--- src/rtl/weight_bit_serializer_16.sv ---
// Bit-plane sequencer for a 16-lane bit-serial signed MAC: captures a vector,
// converts weights to sign-magnitude and issues magnitude bit-planes LSB first.
module weight_bit_serializer_16 #(
  parameter int DATA_WIDTH = 8,
  parameter int W_WIDTH    = 8,
  parameter int VEC_LENGTH = 16,
  localparam int CW        = $clog2(W_WIDTH),
  localparam int NW        = CW + 1
) (
  input  logic                             clk,
  input  logic                             reset,
  input  logic                             in_valid,
  output logic                             in_ready,
  input  logic [VEC_LENGTH*DATA_WIDTH-1:0] in_act,
  input  logic [VEC_LENGTH*W_WIDTH-1:0]    in_weight,
  input  logic                             skip_zero_en,
  output logic [VEC_LENGTH*DATA_WIDTH-1:0] act_out,
  output logic [VEC_LENGTH-1:0]            sign_out,
  output logic [VEC_LENGTH-1:0]            w_bit_out,
  output logic [CW-1:0]                    column_idx,
  output logic                             mac_clear,
  output logic                             result_valid,
  output logic [NW-1:0]                    n_planes,
  output logic                             busy
);

  typedef enum logic [2:0] {S_IDLE, S_CLEAR, S_PRIME, S_RUN, S_DONE} state_t;

  state_t                          state_q, state_d;
  logic [CW-1:0]                   k_q, k_d;
  logic [NW-1:0]                   cnt_q, cnt_d;
  logic [VEC_LENGTH*DATA_WIDTH-1:0] act_q;
  logic [VEC_LENGTH-1:0]           sign_q;
  logic [W_WIDTH-1:0]              mag_q [VEC_LENGTH];
  logic [W_WIDTH-1:0]              mask_q;
  logic                            skip_q;

  logic [VEC_LENGTH-1:0]           new_sign;
  logic [W_WIDTH-1:0]              new_mag [VEC_LENGTH];
  logic [W_WIDTH-1:0]              new_mask;
  logic [W_WIDTH-1:0]              wt;

  logic                            first_found, next_found;
  logic [CW-1:0]                   first_k, next_k;

  logic                            mac_clear_q, mac_clear_d;
  logic                            result_valid_q, result_valid_d;
  logic [VEC_LENGTH-1:0]           w_bit_q, w_bit_d;
  logic [VEC_LENGTH-1:0]           sign_out_q, sign_out_d;
  logic [CW-1:0]                   col_q, col_d;
  logic [NW-1:0]                   n_planes_q, n_planes_d;
  logic                            run_d;
  logic                            accept;

  // Handshake: a vector transfers on any rising edge where in_valid and
  // in_ready are both high; in_ready is only offered in IDLE and DONE.
  assign in_ready = !reset && (state_q == S_IDLE || state_q == S_DONE);
  assign busy     = (state_q != S_IDLE);
  assign accept   = in_valid && in_ready;

  always_comb begin
    new_sign = '0;
    new_mask = '0;
    wt       = '0;
    for (int j = 0; j < VEC_LENGTH; j++) begin
      wt          = in_weight[j*W_WIDTH +: W_WIDTH];
      new_sign[j] = wt[W_WIDTH-1];
      new_mag[j]  = wt[W_WIDTH-1] ? (~wt + 1'b1) : wt;
      new_mask    = new_mask | new_mag[j];
    end
  end

  // Lowest set plane overall, and lowest set plane strictly above the current one.
  always_comb begin
    first_found = 1'b0;
    first_k     = '0;
    next_found  = 1'b0;
    next_k      = '0;
    for (int i = W_WIDTH - 1; i >= 0; i--) begin
      if (mask_q[i]) begin
        first_found = 1'b1;
        first_k     = CW'(i);
      end
      if (mask_q[i] && (i > int'(k_q))) begin
        next_found = 1'b1;
        next_k     = CW'(i);
      end
    end
  end

  always_comb begin
    state_d = state_q;
    k_d     = k_q;
    cnt_d   = cnt_q;
    case (state_q)
      S_IDLE:  if (accept) state_d = S_CLEAR;
      S_CLEAR: state_d = S_PRIME;
      S_PRIME: begin
        state_d = S_RUN;
        k_d     = (skip_q && first_found) ? first_k : '0;
        cnt_d   = NW'(1);
      end
      S_RUN: begin
        if (skip_q) begin
          if (next_found) begin
            k_d   = next_k;
            cnt_d = cnt_q + 1'b1;
          end else begin
            state_d = S_DONE;
          end
        end else if (k_q == CW'(W_WIDTH - 1)) begin
          state_d = S_DONE;
        end else begin
          k_d   = k_q + 1'b1;
          cnt_d = cnt_q + 1'b1;
        end
      end
      S_DONE:  state_d = accept ? S_CLEAR : S_IDLE;
      default: state_d = S_IDLE;
    endcase
  end

  // Registered outputs are computed from the state being entered.
  always_comb begin
    run_d          = (state_d == S_RUN);
    mac_clear_d    = (state_d == S_CLEAR);
    result_valid_d = (state_d == S_DONE);
    sign_out_d     = run_d ? sign_q : '0;
    col_d          = run_d ? k_d : '0;
    n_planes_d     = result_valid_d ? cnt_q : n_planes_q;
    w_bit_d        = '0;
    for (int j = 0; j < VEC_LENGTH; j++) begin
      w_bit_d[j] = run_d & mag_q[j][k_d];
    end
  end

  always_ff @(posedge clk) begin
    if (reset) begin
      state_q        <= S_IDLE;
      k_q            <= '0;
      cnt_q          <= '0;
      act_q          <= '0;
      sign_q         <= '0;
      mask_q         <= '0;
      skip_q         <= 1'b0;
      mac_clear_q    <= 1'b0;
      result_valid_q <= 1'b0;
      w_bit_q        <= '0;
      sign_out_q     <= '0;
      col_q          <= '0;
      n_planes_q     <= '0;
      for (int j = 0; j < VEC_LENGTH; j++) mag_q[j] <= '0;
    end else begin
      state_q        <= state_d;
      k_q            <= k_d;
      cnt_q          <= cnt_d;
      mac_clear_q    <= mac_clear_d;
      result_valid_q <= result_valid_d;
      w_bit_q        <= w_bit_d;
      sign_out_q     <= sign_out_d;
      col_q          <= col_d;
      n_planes_q     <= n_planes_d;
      if (accept) begin
        act_q  <= in_act;
        sign_q <= new_sign;
        mask_q <= new_mask;
        skip_q <= skip_zero_en;
        for (int j = 0; j < VEC_LENGTH; j++) mag_q[j] <= new_mag[j];
      end
    end
  end

  assign act_out      = act_q;
  assign sign_out     = sign_out_q;
  assign w_bit_out    = w_bit_q;
  assign column_idx   = col_q;
  assign mac_clear    = mac_clear_q;
  assign result_valid = result_valid_q;
  assign n_planes     = n_planes_q;

endmodule

--- config.mk ---
export PLATFORM = sky130hd
export DESIGN_NAME = weight_bit_serializer_16
export DESIGN_NICKNAME = d
export VERILOG_FILES = /design/src/rtl/weight_bit_serializer_16.sv
export SDC_FILE = /design/constraint.sdc
export NUM_CORES = 1
export LEC_CHECK = 0
export ABC_AREA = 1
export CELL_PAD_IN_SITES_DETAIL_PLACEMENT = 0
export CELL_PAD_IN_SITES_GLOBAL_PLACEMENT = 1
export CORE_MARGIN = 2
export CORE_UTILIZATION = 32
export DETAILED_ROUTE_END_ITERATION = 8
export GPL_TIMING_DRIVEN = 0
export PLACE_DENSITY_LB_ADDON = 0.1
export SLEW_MARGIN = 20
export SYNTH_ARGS = -nofsm -noshare
export SYNTH_HDL_FRONTEND = slang
export SYNTH_SLANG_ARGS = --single-unit
export TNS_END_PERCENT = 1
--- constraint.sdc ---
create_clock -name clk -period 6.2 [get_ports clk]
set_input_delay 1.24 -clock clk [delete_from_list [all_inputs] [get_ports clk]]
set_output_delay 1.24 -clock clk [all_outputs]
set_load 0.01 [all_outputs]
==> metrics.md, run 1 <==
| Metric | Value |
|---|---|
| Met1 global-route usage | `0.2822` |
| Via density | `roughly 4.6` |
| Area occupied by multi-input gates | `6286 sq um` |
| Max-cap violation count | `0` |
| Total routing usage reported by global routing | `0.2343` |
| Pwr Density | `276.8 nW/um^2` |
| Root buffer cell | `clkbuf_16` |
| Vias in the first global route | `around 15000` |
| Max VDD drop | `0.1777 mV` |
| Starting Density | `0.3252` |
| Leak pwr | `0.01024 uW` |
| Area growth from synthesis to layout | `40.72%` |
| Antenna violations before repair | `4` |
| Area fraction of the dominant cell type after synthesis | `0.2555` |
| Cells taking the most area after synthesis | `dfxtp_1 (26%), edfxtp_1 (24%), nand2_1 (12%), nand3_1 (8.9%), inv_1 (8.0%)` |
| Synthesized netlist net count | `2370` |
| Wire length of the first global-routing pass | `between 80000 and 90000 microns` |
| Type of destination of the critical path | `primary output` |
| Upper clock frequency limit | `268.9 MHz` |
| Data arrival time of the worst path | `2480 ps` |
| Filler cell count in the final layout | `5003` |
| Area of the mapped netlist | `15980 sq um` |
| Via Count | `15090` |
| Start-to-end type of the worst setup path | `input pin to primary output` |
| TritonCTS clock tree | `yes` |
| Post-detailed-placement half-perimeter wirelength | `~48000 microns` |
| Overall routed net length | `61490 microns` |
| Std-Cell Rows | `81` |
| Detail Route Antenna Nets | `0` |
| Fraction of registers with async set or reset after synthesis | `0` |
| Most used DFF post-synth | `dfxtp_1` |
| Nature of the critical path startpoint | `input pin` |
| Final core utilization | `0.4576` |
| First-pass iteration count of the detailed router | `5` |
| Count of flip-flops with a built-in enable after synthesis | `128` |
| X dimension of the die | `227.5 microns` |
| DRC violation total after the first TritonRoute iteration | `862` |
| Port buffer count | `429` |
| Net count, final | `2843` |
| Final Hold Violating Endpoints | `0` |
| Number of cells traversed by the worst hold path | `2` |
| Cells on worst reg2reg path | `16` |
| Final RePlAce weighted congestion | `0.8430` |
| Total of flip-flops plus latches after synthesis | `~330` |
| Register area share after synthesis | `0.4960` |
| GR Overflow Total | `0` |
| Die Span Y | `around 230 microns` |
| Number of hold-repair buffers added at the cts stage | `0` |
| Setup TNS | `0 ps` |
| Min-Delay Path Class | `register to register` |
| Number of buffers inserted by post-CTS setup repair | `0` |
| Yosys warnings | `0` |
| Highest-utilization routing layer at the global route stage | `met2` |
| Clock Pin Slew Worst Setup and Hold Paths | `60 ps` |
| Max-slew violation total from the final report | `0` |
| Total clock buffers created by CTS | `41` |
| Post-route cell area | `between 20000 and 25000 sq um` |
| Clock Tree Buf Depth | `3` |
| CTS Sinks | `~330` |
| Number of distinct library cell variants in the gate-level netlist after synthesis | `42` |
| Latest clock arrival within the worst-skew pair | `around 560 ps` |
| Number of endpoints failing setup at the final stage | `0` |
| Period utilization | `0.5999` |
| Layout Skew | `approximately 14 ps` |
| DIE AREA | `51750 sq um` |
| Mean cell area of the mapped netlist | `7.644 sq um` |
| Maximum number of pins on one net before global-route repair | `just under 90` |
| GR Layer Usage met3 | `0.06634` |
| Num ports | `approximately 430` |
| Share of layout cells above drive strength 1 | `0.04204` |
| Worst-margin pin slew | `slightly below 1000 ps` |
| Result of the run | `finished clean` |
| Worst rel slew slack | `0.3431` |
| Flip-flop and latch area | `7928 sq um` |
| CTS resizes | `0` |
| Most common cell after layout, fill and taps aside | `nand2_1` |
| Core area | `49150 sq um` |
| DRC viols | `0` |
| Most used cells in the layout excluding fill and tap cells | `nand2_1 (524), clkdlybuf4s50_1 (429), inv_1 (342)` |
| Largest driver fanout on the critical path | `6` |
| Library cell occupying the most area in the post-synthesis netlist | `dfxtp_1` |
| Required time of the worst setup path | `4960 ps` |
| Met2 GRT Util | `0.4045` |
| Placed cell area | `21150 sq um` |
| Min Tclk post-route | `3719 ps` |
| Number of instances in the synthesized netlist | `2091` |
| CTS HTree Levels | `2` |
| WL per Instance | `about 19 microns` |
| Setup repair after global routing missed its margin | `false` |
## flip-flops by register name, summed over array words and instances (netlist names)
register and flops:
n_planes 4, w_bit_out 16, mac_clear 1, mask_q 8
state_q 3, column_idx 3, mag_q 128, sign_q 16
result_valid 1, act_out 128, k_q 3, sign_out 16
skip_q 1, cnt_q 4
## metal layers
| layer | wire (microns) | share of wire |
|---|---|---|
| met1 | 25450 | 0.41 |
| met2 | 29640 | 0.48 |
| met3 | 4804 | 0.078 |
| met4 | 1584 | 0.026 |
| met5 | 16 | 0.00026 |
## critical path, stage by stage
cell             delay (ps)
clkbuf_1                240
nor3_1                  310
clkdlybuf4s50_1         690
## through the flow
step                hold WS (ps)  worst slack (ps)  total power [uW]  std cells
floorplan                  416.4              1870              3209       2091
global placement           431.9             739.2              3857       3184
detailed placement         429.6              2302              3859       3185
CTS                        441.8              2483              6287       3257
global route               457.1              2437              6505       3259
finish                     437.5              2481              6226       3260
## power breakdown
group          switching (uW)  internal [uW]  leakage (uW)
combinational             742            534       0.00656
sequential               77.2           2460       0.00302
clock                     958           1450      0.000662
total                    1780           4450        0.0102
## final timing paths
check,startpoint,end,slack (ps)
worst max register to register,k_q[1],w_bit_out[15],3270
worst min register to register,sign_q[11],sign_out[11],440
worst max-delay path,reset,in_ready,2480
worst min-delay path,sign_q[11],sign_out[11],440
## synthesized netlist by cell type, types with 6 or more instances
master	instances
a21oi_1	16
and3_1	7
buf_1	7
buf_2	9
buf_4	7
buf_6	7
clkbuf_1	64
dfxtp_1	204
edfxtp_1	128
ha_1	19
inv_1	342
inv_2	6
nand2_1	524
nand3_1	285
nand4_1	26
nor2_1	220
nor3_1	23
nor4_1	15
o21ai_0	46
o22ai_1	16
o31ai_1	10
xnor2_1	17
xor2_1	63
## cells by family after synthesis
kind of cell,Yosys count,synth area share
flops,332,0.4960
fa+ha+maj,19,0.01487
buf+inv,444,0.1108
simple gates,1115,0.2975
compound gates,101,0.03703
xor+xnor,80,0.04384
## layout make-up
type                            count  share of cell area
Sequential cell                   332              0.3525
Multi-Input combinational cell   1315              0.2795
Timing Repair Buffer              430              0.1921
Inverter                          349             0.05835
Clock buffer                       61             0.05485
Tap cell                          664             0.03694
Buffer                             95             0.02080
Clock inverter                     11            0.004673
Antenna cell                        3           0.0003338
(Power assumes the default switching activity.)
==> inputs of run 2 (changes only) <==
==> constraint.sdc (replaced) <==
create_clock -name clk -period 3.02 [get_ports clk]
set_input_delay 0.604 -clock clk [delete_from_list [all_inputs] [get_ports clk]]
set_output_delay 0.604 -clock clk [all_outputs]
set_load 0.01 [all_outputs]
==> metrics.md, run 2 (synthesis results as in run 1) <==
| Metric | Value |
|---|---|
| Final RePlAce weighted congestion | `0.8504 (+0.88%)` |
| Worst rel slew slack | `0.3363 (-0.006788)` |
| X dimension of the die | `227.5 microns (unchanged)` |
| DRC violation total after the first TritonRoute iteration | `880 (+2.1%)` |
| Root buffer cell | `clkbuf_16` |
| Via Count | `15170 (+0.53%)` |
| Core area | `49150 sq um (unchanged)` |
| Die Span Y | `227.5 microns (unchanged)` |
| Largest driver fanout on the critical path | `3 (-3)` |
| DIE AREA | `51750 sq um (unchanged)` |
| Layout Skew | `20.93 ps (+6.586 ps)` |
| DRC viols | `0 (unchanged)` |
| Pwr Density | `572.1 nW/um^2 (+110%)` |
| GR Layer Usage met3 | `0.06905 (+0.002710)` |
| Leak pwr | `0.01026 uW (+0.17%)` |
| Period utilization | `0.9128` |
| Number of cells after detailed placement | `3185 (unchanged)` |
| Via density | `4.642 (+0.28%)` |
| Number of cells traversed by the worst hold path | `2 (unchanged)` |
| Placed cell area | `21150 sq um (unchanged)` |
| Start-to-end type of the worst setup path | `input pin to register` |
| Final Hold Violating Endpoints | `0 (unchanged)` |
| Clock Pin Slew Worst Setup and Hold Paths | `50 ps (about the same)` |
| Detail Route Antenna Nets | `0 (unchanged)` |
| Cell with the largest stage delay on the worst path | `clkdlybuf4s50_1` |
| Critical path's largest stage delay | `570 ps (-120 ps)` |
| Max VDD drop | `0.3427 mV (+93%)` |
| Max-slew violation total from the final report | `0 (unchanged)` |
| Antenna violations before repair | `9 (+5)` |
| Highest-utilization routing layer at the global route stage | `met2` |
| Num ports | `431 (unchanged)` |
| Min-Delay Path Class | `register to register` |
| WL per Instance | `18.71 microns (-0.79%)` |
| Final std cells w/o fill | `3268 (+0.25%)` |
| Port buffer count | `429 (unchanged)` |
| Net count, final | `2844 (+0.035%)` |
| Met1 global-route usage | `0.2781 (-0.004130)` |
| Nature of the critical path startpoint | `input pin` |
| Cells on worst reg2reg path | `16 (unchanged)` |
| Maximum number of pins on one net before global-route repair | `95 (+9.2%)` |
| Most used cells in the layout excluding fill and tap cells | `nand2_1 (524), clkdlybuf4s50_1 (429), inv_1 (342)` |
| Upper clock frequency limit | `362.8 MHz` |
| CTS HTree Levels | `2 (unchanged)` |
| Met2 GRT Util | `0.3999 (-0.004622)` |
| CTS Sinks | `332 (unchanged)` |
| Number of buffers inserted by post-CTS setup repair | `0 (unchanged)` |
| Latest clock arrival within the worst-skew pair | `560 ps (about the same)` |
| Overall routed net length | `61150 microns (-0.55%)` |
| TritonCTS clock tree | `yes` |
| Number of endpoints failing setup at the final stage | `0 (unchanged)` |
| Clock Tree Buf Depth | `3 (unchanged)` |
| Share of layout cells above drive strength 1 | `0.04348 (+0.001442)` |
| Number of hold-repair buffers added at the cts stage | `0 (unchanged)` |
| Required time of the worst setup path | `3470 ps (-1490 ps)` |
| Type of destination of the critical path | `register` |
| Pre-CTS setup slack | `-230.2 ps (-2533 ps)` |
| Most common cell after layout, fill and taps aside | `nand2_1` |
| Max-cap violation count | `0 (unchanged)` |
| Std-Cell Rows | `81 (unchanged)` |
| Starting Density | `0.3252 (unchanged)` |
| Post-detailed-placement half-perimeter wirelength | `47690 microns (-0.38%)` |
| Setup repair after global routing missed its margin | `false` |
| Min Tclk post-route | `2757 ps` |
| Worst-margin pin slew | `995.5 ps (+10.18 ps)` |
| Area growth from synthesis to layout | `41.12%` |
| Fin Hold WS | `434.5 ps (-2.932 ps)` |
| First-pass iteration count of the detailed router | `5 (unchanged)` |
| Wire length of the first global-routing pass | `89490 microns (-0.51%)` |
| CP cell instances | `clkdlybuf4s50_1 -> inv_1 -> ha_1 -> inv_1 -> nor3_1 -> or2_2 -> xor2_1 -> inv_1 -> nand4_1 -> nor3_1 -> nand4_1 -> nand2_1 -> inv_1` |
| Total Power Consumption | `12900 uW (+110%)` |
| Result of the run | `finished clean` |
| Data arrival time of the worst path | `3210 ps (+730 ps)` |
| GR Overflow Total | `0 (unchanged)` |
| Final critical-path setup slack | `263.4 ps (-2217 ps)` |
| CTS resizes | `0 (unchanged)` |
| Post-route cell area | `22560 sq um (+0.28%)` |
| Filler cell count in the final layout | `4961 (-0.84%)` |
| Vias in the first global route | `14820 (+0.54%)` |
| Total clock buffers created by CTS | `42 (+2.4%)` |
| Total routing usage reported by global routing | `0.2339 (-0.0003564)` |
| Crit path top cell by count | `inv_1` |
run 2: changes by cell type in the layout (fill, tap and decap cells not counted), sizes merged:
cell      change
clkinv        +6
clkbuf        -4
clkinvlp      +2
diode         +2
bufinv        +1
inv           +1
run 2: worst max-delay path: cells and delay by family:
| kind | cells | cell delay [ps] |
|---|---|---|
| AND/OR/NAND/NOR | 6 | 1350 |
| XOR/XNOR | 1 | 140 |
| buffers and inverters | 5 | 890 |
| adder cells (fa/ha/maj) | 1 | 210 |
run 2: routing by layer:
layer	wire (microns)	up-vias
met1	25120	7041
met2	29150	491
met3	4946	96
met5	48	-
met4	1891	8
li1	-	7533
run 2: power breakdown:
group / internal (uW) / switching, uW
Clock: 3070 / 2010
Sequential: 5050 / 157
Combinational: 1100 / 1520
run 2: area by class of cell:
| class | instances | area (sq um) | share of cell area |
|---|---|---|---|
| Sequential cell | 332 | 7928 | 0.3515 |
| Buffer | 95 | 467.9 | 0.02075 |
| Inverter | 349 | 1313 | 0.05819 |
| Tap cell | 664 | 830.8 | 0.03683 |
| Antenna cell | 5 | 12.51 | 0.0005547 |
| Clock buffer | 57 | 1211 | 0.05369 |
| Timing Repair Buffer | 430 | 4322 | 0.1916 |
| Clock inverter | 21 | 180.2 | 0.007988 |
| Multi-Input combinational cell | 1315 | 6292 | 0.2790 |
run 2: path summary, 6_finish.rpt:
check | start | endpoint | slack, ps
setup reg to reg | k_q[1] | w_bit_out[12] | 280
setup / recovery | in_weight[48] | mask_q[4] | 260
hold / removal | sign_q[12] | sign_out[12] | 430
hold reg to reg | sign_q[12] | sign_out[12] | 430
run 2: metrics by stage:
stage               TNS [ps]  utilization
floorplan                  0            -
detailed placement     -8434       0.4302
global placement     -110340       0.4295
CTS                        0       0.4585
finish                     0       0.4589
global route               0       0.4589
==> inputs of run 3 (changes only) <==
--- a/config.mk
+++ b/config.mk
@@ -9,7 +9,7 @@
 export CELL_PAD_IN_SITES_DETAIL_PLACEMENT = 0
 export CELL_PAD_IN_SITES_GLOBAL_PLACEMENT = 1
 export CORE_MARGIN = 2
-export CORE_UTILIZATION = 32
+export CORE_UTILIZATION = 30
 export DETAILED_ROUTE_END_ITERATION = 8
 export GPL_TIMING_DRIVEN = 0
 export PLACE_DENSITY_LB_ADDON = 0.1
==> metrics.md, run 3 (synthesis results as in run 1) <==
| Metric | Value |
|---|---|
| Antenna violations before repair | `7 (-2)` |
| Type of destination of the critical path | `register` |
| Upper clock frequency limit | `355.4 MHz (-2.0%)` |
| Worst-margin pin slew | `929.5 ps (-66.01 ps)` |
| Maximum number of pins on one net before global-route repair | `83 (-13%)` |
| Required time of the worst setup path | `3520 ps (+50 ps)` |
| Starting Density | `0.3036 (-0.02163)` |
| Area growth from synthesis to layout | `40.70%` |
| Share of layout cells above drive strength 1 | `0.04086 (-0.002615)` |
| Reg-to-reg setup timing slack | `210 ps (-70 ps)` |
| Port buffer count | `429 (unchanged)` |
| DIE AREA | `55140 sq um (+6.5%)` |
| Nature of the critical path startpoint | `register` |
| Area occupied by multi-input gates | `6286 sq um (about the same)` |
| Layout Skew | `15.70 ps (-5.233 ps)` |
| Filler cell count in the final layout | `5431 (+9.5%)` |
| Critical path's largest stage delay | `580 ps (about the same)` |
| Min-Delay Path Class | `register to register` |
| Num ports | `431 (unchanged)` |
| TritonCTS clock tree | `yes` |
| GR Overflow Total | `0 (unchanged)` |
| Min Tclk post-route | `2814 ps (+57.15 ps)` |
| Origin of the worst setup path | `k_q[1]` |
| WL per Instance | `19.14 microns (+2.3%)` |
| Vias in the first global route | `15070 (+1.7%)` |
| Total routing usage reported by global routing | `0.2234 (-0.01055)` |
| Number of endpoints failing setup at the final stage | `0 (unchanged)` |
| Root buffer cell | `clkbuf_16` |
| Post-detailed-placement half-perimeter wirelength | `48920 microns (+2.6%)` |
| Crit path top cell by count | `nand2_1` |
| Number of hold-repair buffers added at the cts stage | `0 (unchanged)` |
| Max-slew violation total from the final report | `0 (unchanged)` |
| Detail Route Antenna Nets | `0 (unchanged)` |
| Setup repair after global routing missed its margin | `false` |
| Data arrival time of the worst path | `3310 ps (+100 ps)` |
| Net count, final | `2844 (unchanged)` |
| Max VDD drop | `0.3126 mV (-8.8%)` |
| Core area | `52660 sq um (+7.1%)` |
| Final core utilization | `0.4271 (-0.03181)` |
| CP cell instances | `inv_2 -> ha_1 -> a21oi_1 -> nand2_1 -> nand3_2 -> nor2_4 -> nand2_1 -> a31oi_4 -> inv_4 -> nand2_4 -> nor3_2 -> buf_4 -> nand2_1 -> nand2_1` |
| Pwr Density | `565.5 nW/um^2 (-1.2%)` |
| CTS Sinks | `332 (unchanged)` |
| Total clock buffers created by CTS | `42 (unchanged)` |
| Final RePlAce weighted congestion | `0.8403 (-1.2%)` |
| DRC viols | `0 (unchanged)` |
| Wire length of the first global-routing pass | `93740 microns (+4.7%)` |
| Clock Pin Slew Worst Setup and Hold Paths | `60 ps (about the same)` |
| Final Hold Violating Endpoints | `0 (unchanged)` |
| Crit Reg-Reg Startpoint | `k_q[1]` |
| Clock Tree Buf Depth | `3 (unchanged)` |
| Start-to-end type of the worst setup path | `register to register` |
| Std-Cell Rows | `84 (+3.7%)` |
| Leak pwr | `0.01022 uW (-0.40%)` |
| Worst rel slew slack | `0.3803 (+0.04401)` |
| DRC violation total after the first TritonRoute iteration | `790 (-10%)` |
| Most used cells in the layout excluding fill and tap cells | `nand2_1 (524), clkdlybuf4s50_1 (429), inv_1 (342)` |
| Period utilization | `0.9317 (+0.01892)` |
| Latest clock arrival within the worst-skew pair | `560 ps (about the same)` |
| First-pass iteration count of the detailed router | `5 (unchanged)` |
| Overall routed net length | `62860 microns (+2.8%)` |
| X dimension of the die | `234.8 microns (+3.2%)` |
| Origin of the worst min-delay path | `sign_q[6]` |
| Via Count | `15040 (-0.84%)` |
| Largest driver fanout on the critical path | `10 (+7)` |
| Max-cap violation count | `0 (unchanged)` |
| Cell with the largest stage delay on the worst path | `nor3_2` |
| Setup TNS | `0 ps (unchanged)` |
| Flip-flop and latch area | `7928 sq um (unchanged)` |
| Die Span Y | `234.8 microns (+3.2%)` |
| Most common cell after layout, fill and taps aside | `nand2_1` |
| Result of the run | `finished clean` |
| CTS HTree Levels | `2 (unchanged)` |
| Via density | `4.580 (-1.3%)` |
## run 3: worst max-delay path, delay by kind of cell (launching register included)
family                   cells  cell delay (ps)
flip-flops                   1              480
buffers and inverters        3              550
AO/OA/AOI/OAI                2              250
AND/OR/NAND/NOR              8             1270
adder cells (fa/ha/maj)      1              190
## run 3: report_power, final
part	switching [uW]	leakage (uW)	internal [uW]
logic	1530	0.00656	1100
clock network	1980	0.000638	2900
registers	157	0.00302	5050
total	3670	0.0102	9050
## run 3: final timing paths
kind                  endpoint  cells after the start
setup / recovery  w_bit_out[8]                     14
hold / removal     sign_out[6]                      2
setup reg to reg  w_bit_out[8]                     14
hold reg to reg    sign_out[6]                      2
## run 3: area by class of cell
| cell class | instances | area share |
|---|---|---|
| Clock inverter | 12 | 0.005007 |
| Sequential cell | 332 | 0.3525 |
| Antenna cell | 2 | 0.0002225 |
| Buffer | 95 | 0.02086 |
| Timing Repair Buffer | 430 | 0.1922 |
| Multi-Input combinational cell | 1315 | 0.2795 |
| Clock buffer | 61 | 0.05308 |
| Tap cell | 688 | 0.03828 |
| Inverter | 349 | 0.05836 |
## run 3: through the flow
step / setup WS [ps] / hold WS, ps / std cells / total power (uW) / area, sq um
final: 206.2 / 433.9 / 3284 / 12720 / 22490
after global routing: 8.537 / 450.9 / 3283 / 13310 / 22490
after CTS: 129.5 / 434.7 / 3282 / 12850 / 22480
after detailed placement: -436.4 / 427.0 / 3209 / 7928 / 21180
after global placement: -1021 / 428.7 / 3208 / 7923 / 21140
after floorplan: 60.12 / 416.4 / 2091 / 6583 / 15990
## run 3: metal layers
layer	track usage	share of wire	routed length [microns]
met1	0.2692	0.42	26290
met2	0.3851	0.48	30360
met3	0.07061	0.078	4886
met4	0.05504	0.020	1243
met5	0	0.0012	75
## run 3: repair_timing
| item | 4_1_cts | 5_1_grt |
|---|---|---|
| endpoints found under the hold margin | 0 | 0 |
| buffers inserted | 0 | 0 |
| resized for setup | 0 | 1 |
| endpoints found under the setup margin | 0 | 55 |
==> patch (settings of run 2) <==
`W_WIDTH`: 8 -> 4.
--- a/src/rtl/weight_bit_serializer_16.sv
+++ b/src/rtl/weight_bit_serializer_16.sv
@@ -2,7 +2,7 @@
 // converts weights to sign-magnitude and issues magnitude bit-planes LSB first.
 module weight_bit_serializer_16 #(
   parameter int DATA_WIDTH = 8,
-  parameter int W_WIDTH    = 8,
+  parameter int W_WIDTH    = 4,
   parameter int VEC_LENGTH = 16,
   localparam int CW        = $clog2(W_WIDTH),
   localparam int NW        = CW + 1
Interface: changed (resized column_idx, in_weight and n_planes); port bits go from 431 to 365. No check against the original RTL was run, so the function may have changed too.
==> patch against run 2 <==
Final area shrank 30%. Sequential cell count shrank 72. Synthesized cell count shrank 38%. Critical path type is now in -> out. Combinational power shrank 28%. Clock skew shrank 9.1 ps. Sequential power shrank 22%. Wire length shrank 40%. Area after synthesis shrank 34%. Power shrank 24%. Setup slack gained 190 ps. Highest routed layer is now met4. Largest power group unchanged. Fmax grew 7.2%.
==> patch: results <==
# TYPE chip_impl_metric gauge
chip_impl_metric{name="synth_enable_flop_cells",unit=""} 64
chip_impl_info{name="synth_top_cells_by_count",value="nand2_1, nand3_1, dfxtp_1, nor2_1, inv_1"} 1
chip_impl_metric{name="r2r_cells",unit=""} 5
chip_impl_metric{name="tritoncts.num_buffers",unit=""} 31
chip_impl_info{name="worst_r2r_startpoint",value="state_q[0]"} 1
chip_impl_metric{name="detailedPlacementHpwl",unit="mm"} 27.6
chip_impl_info{name="outcome",value="completed"} 1
chip_impl_metric{name="timing.clock.skew",unit="ps"} 11.9
chip_impl_info{name="hold-path-endpoint",value="sign_out[8]"} 1
chip_impl_metric{name="drtIter0Drc",unit=""} 550
chip_impl_metric{name="layout-drive-gt1-share",unit="%"} 5.25
chip_impl_metric{name="crit_fanout",unit=""} 3
chip_impl_metric{name="syn_inst",unit=""} 1292
chip_impl_metric{name="synth_sequential_area_ratio",unit="%"} 55.7
chip_impl_metric{name="cell_count_post_placement",unit=""} 2099
chip_impl_metric{name="first_pass_grt_wire_length",unit="mm"} 55.6
chip_impl_info{name="min-delay-start",value="sign_q[8]"} 1
chip_impl_metric{name="final_nets",unit=""} 1903
chip_impl_metric{name="synthesis.nets",unit=""} 1505
chip_impl_metric{name="grt_start_max_net_pins",unit=""} 45
chip_impl_metric{name="vias_per_cell",unit=""} 4.53
chip_impl_metric{name="place_congestion",unit=""} 0.806
chip_impl_info{name="yosys-top-cells-area",value="dfxtp_1, edfxtp_1, nand2_1"} 1
chip_impl_info{name="r2r_end",value="mag_q[0][17]"} 1
chip_impl_metric{name="synthDistinctLibCells",unit=""} 32
chip_impl_metric{name="static-leakage-power",unit="nW"} 6.88
chip_impl_metric{name="track_usage",unit="%"} 21.3
chip_impl_metric{name="filler_cell_count",unit=""} 3214
chip_impl_metric{name="internal_reg_to_reg_setup_slack",unit="ps"} 550
chip_impl_metric{name="io_buffers",unit=""} 364
chip_impl_metric{name="num_vias",unit=""} 9780
chip_impl_metric{name="cp.arrival",unit="ps"} 1970
chip_impl_metric{name="grt_antenna_before_repair",unit=""} 4
chip_impl_metric{name="cts_max_level",unit=""} 1
chip_impl_metric{name="dp_slack",unit="ps"} -86.8
chip_impl_metric{name="drt-wirelength-per-cell",unit="µm"} 17.1
chip_impl_metric{name="worst_pin_slew",unit="ps"} 820
chip_impl_metric{name="peak_supply_drop",unit="mV"} 0.373
chip_impl_metric{name="dr_drc_count",unit=""} 0
## patch: final cells by class
type,instances,share of cell area (%)
repair buffers,365,23.2
well taps,442,3.51
inverters,96,2.29
multi-input cells,867,25.2
flip-flops and latches,260,37.1
clock buffers,41,5.48
plain buffers,69,1.98
diodes,4,0.0635
clock inverters,15,1.10
## patch: through the flow
stage	area (µm²)	hold WS [ps]
2_1_floorplan	10500	417
3_3_place_gp	14700	429
3_5_place_dp	14700	431
4_1_cts	15800	436
5_1_grt	15800	457
6_report	15800	439
## patch: critical path: stages
cell             delay (ps)
clkdlybuf4s50_1         470
nor3_1                  280
clkdlybuf4s50_1         620
## patch: worst max path at each step
stage / from / end / cells past startpoint / slack, ps
2_1_floorplan: reset / mag_q[0][0] / 4 / 420
3_3_place_gp: reset / mag_q[1][7] / 5 / -710
3_5_place_dp: reset / mag_q[1][3] / 6 / -90
4_1_cts: reset / in_ready / 3 / 430
5_1_grt: reset / mag_q[0][17] / 6 / 380
6_report: reset / in_ready / 3 / 450
## patch: routing by layer
metal	global-route usage [%]	vias up	part of all wire, %
met4	6.63	0	2.3
met3	6.70	53	8.2
met1	25.3	4426	41
met5	0	-	0
li1	-	4983	-
met2	36.7	318	48
## patch: logic make-up (layout without fill, tap and decap cells)
family,Yosys count,in the layout,synth area share [%]
and+or+nand+nor,783,783,31.7
AOI/OAI and AO/OA,50,50,2.73
other,0,4,0
DFF,260,260,55.7
buffers and inverters,165,586,6.39
xor gates and xnor gates,17,17,1.42
adders and majority gates,17,17,2.03
## patch: power by group
part	internal (mW)	switching, mW
Clock	2.33	1.49
Sequential	3.91	0.154
Combinational	0.880	1.01
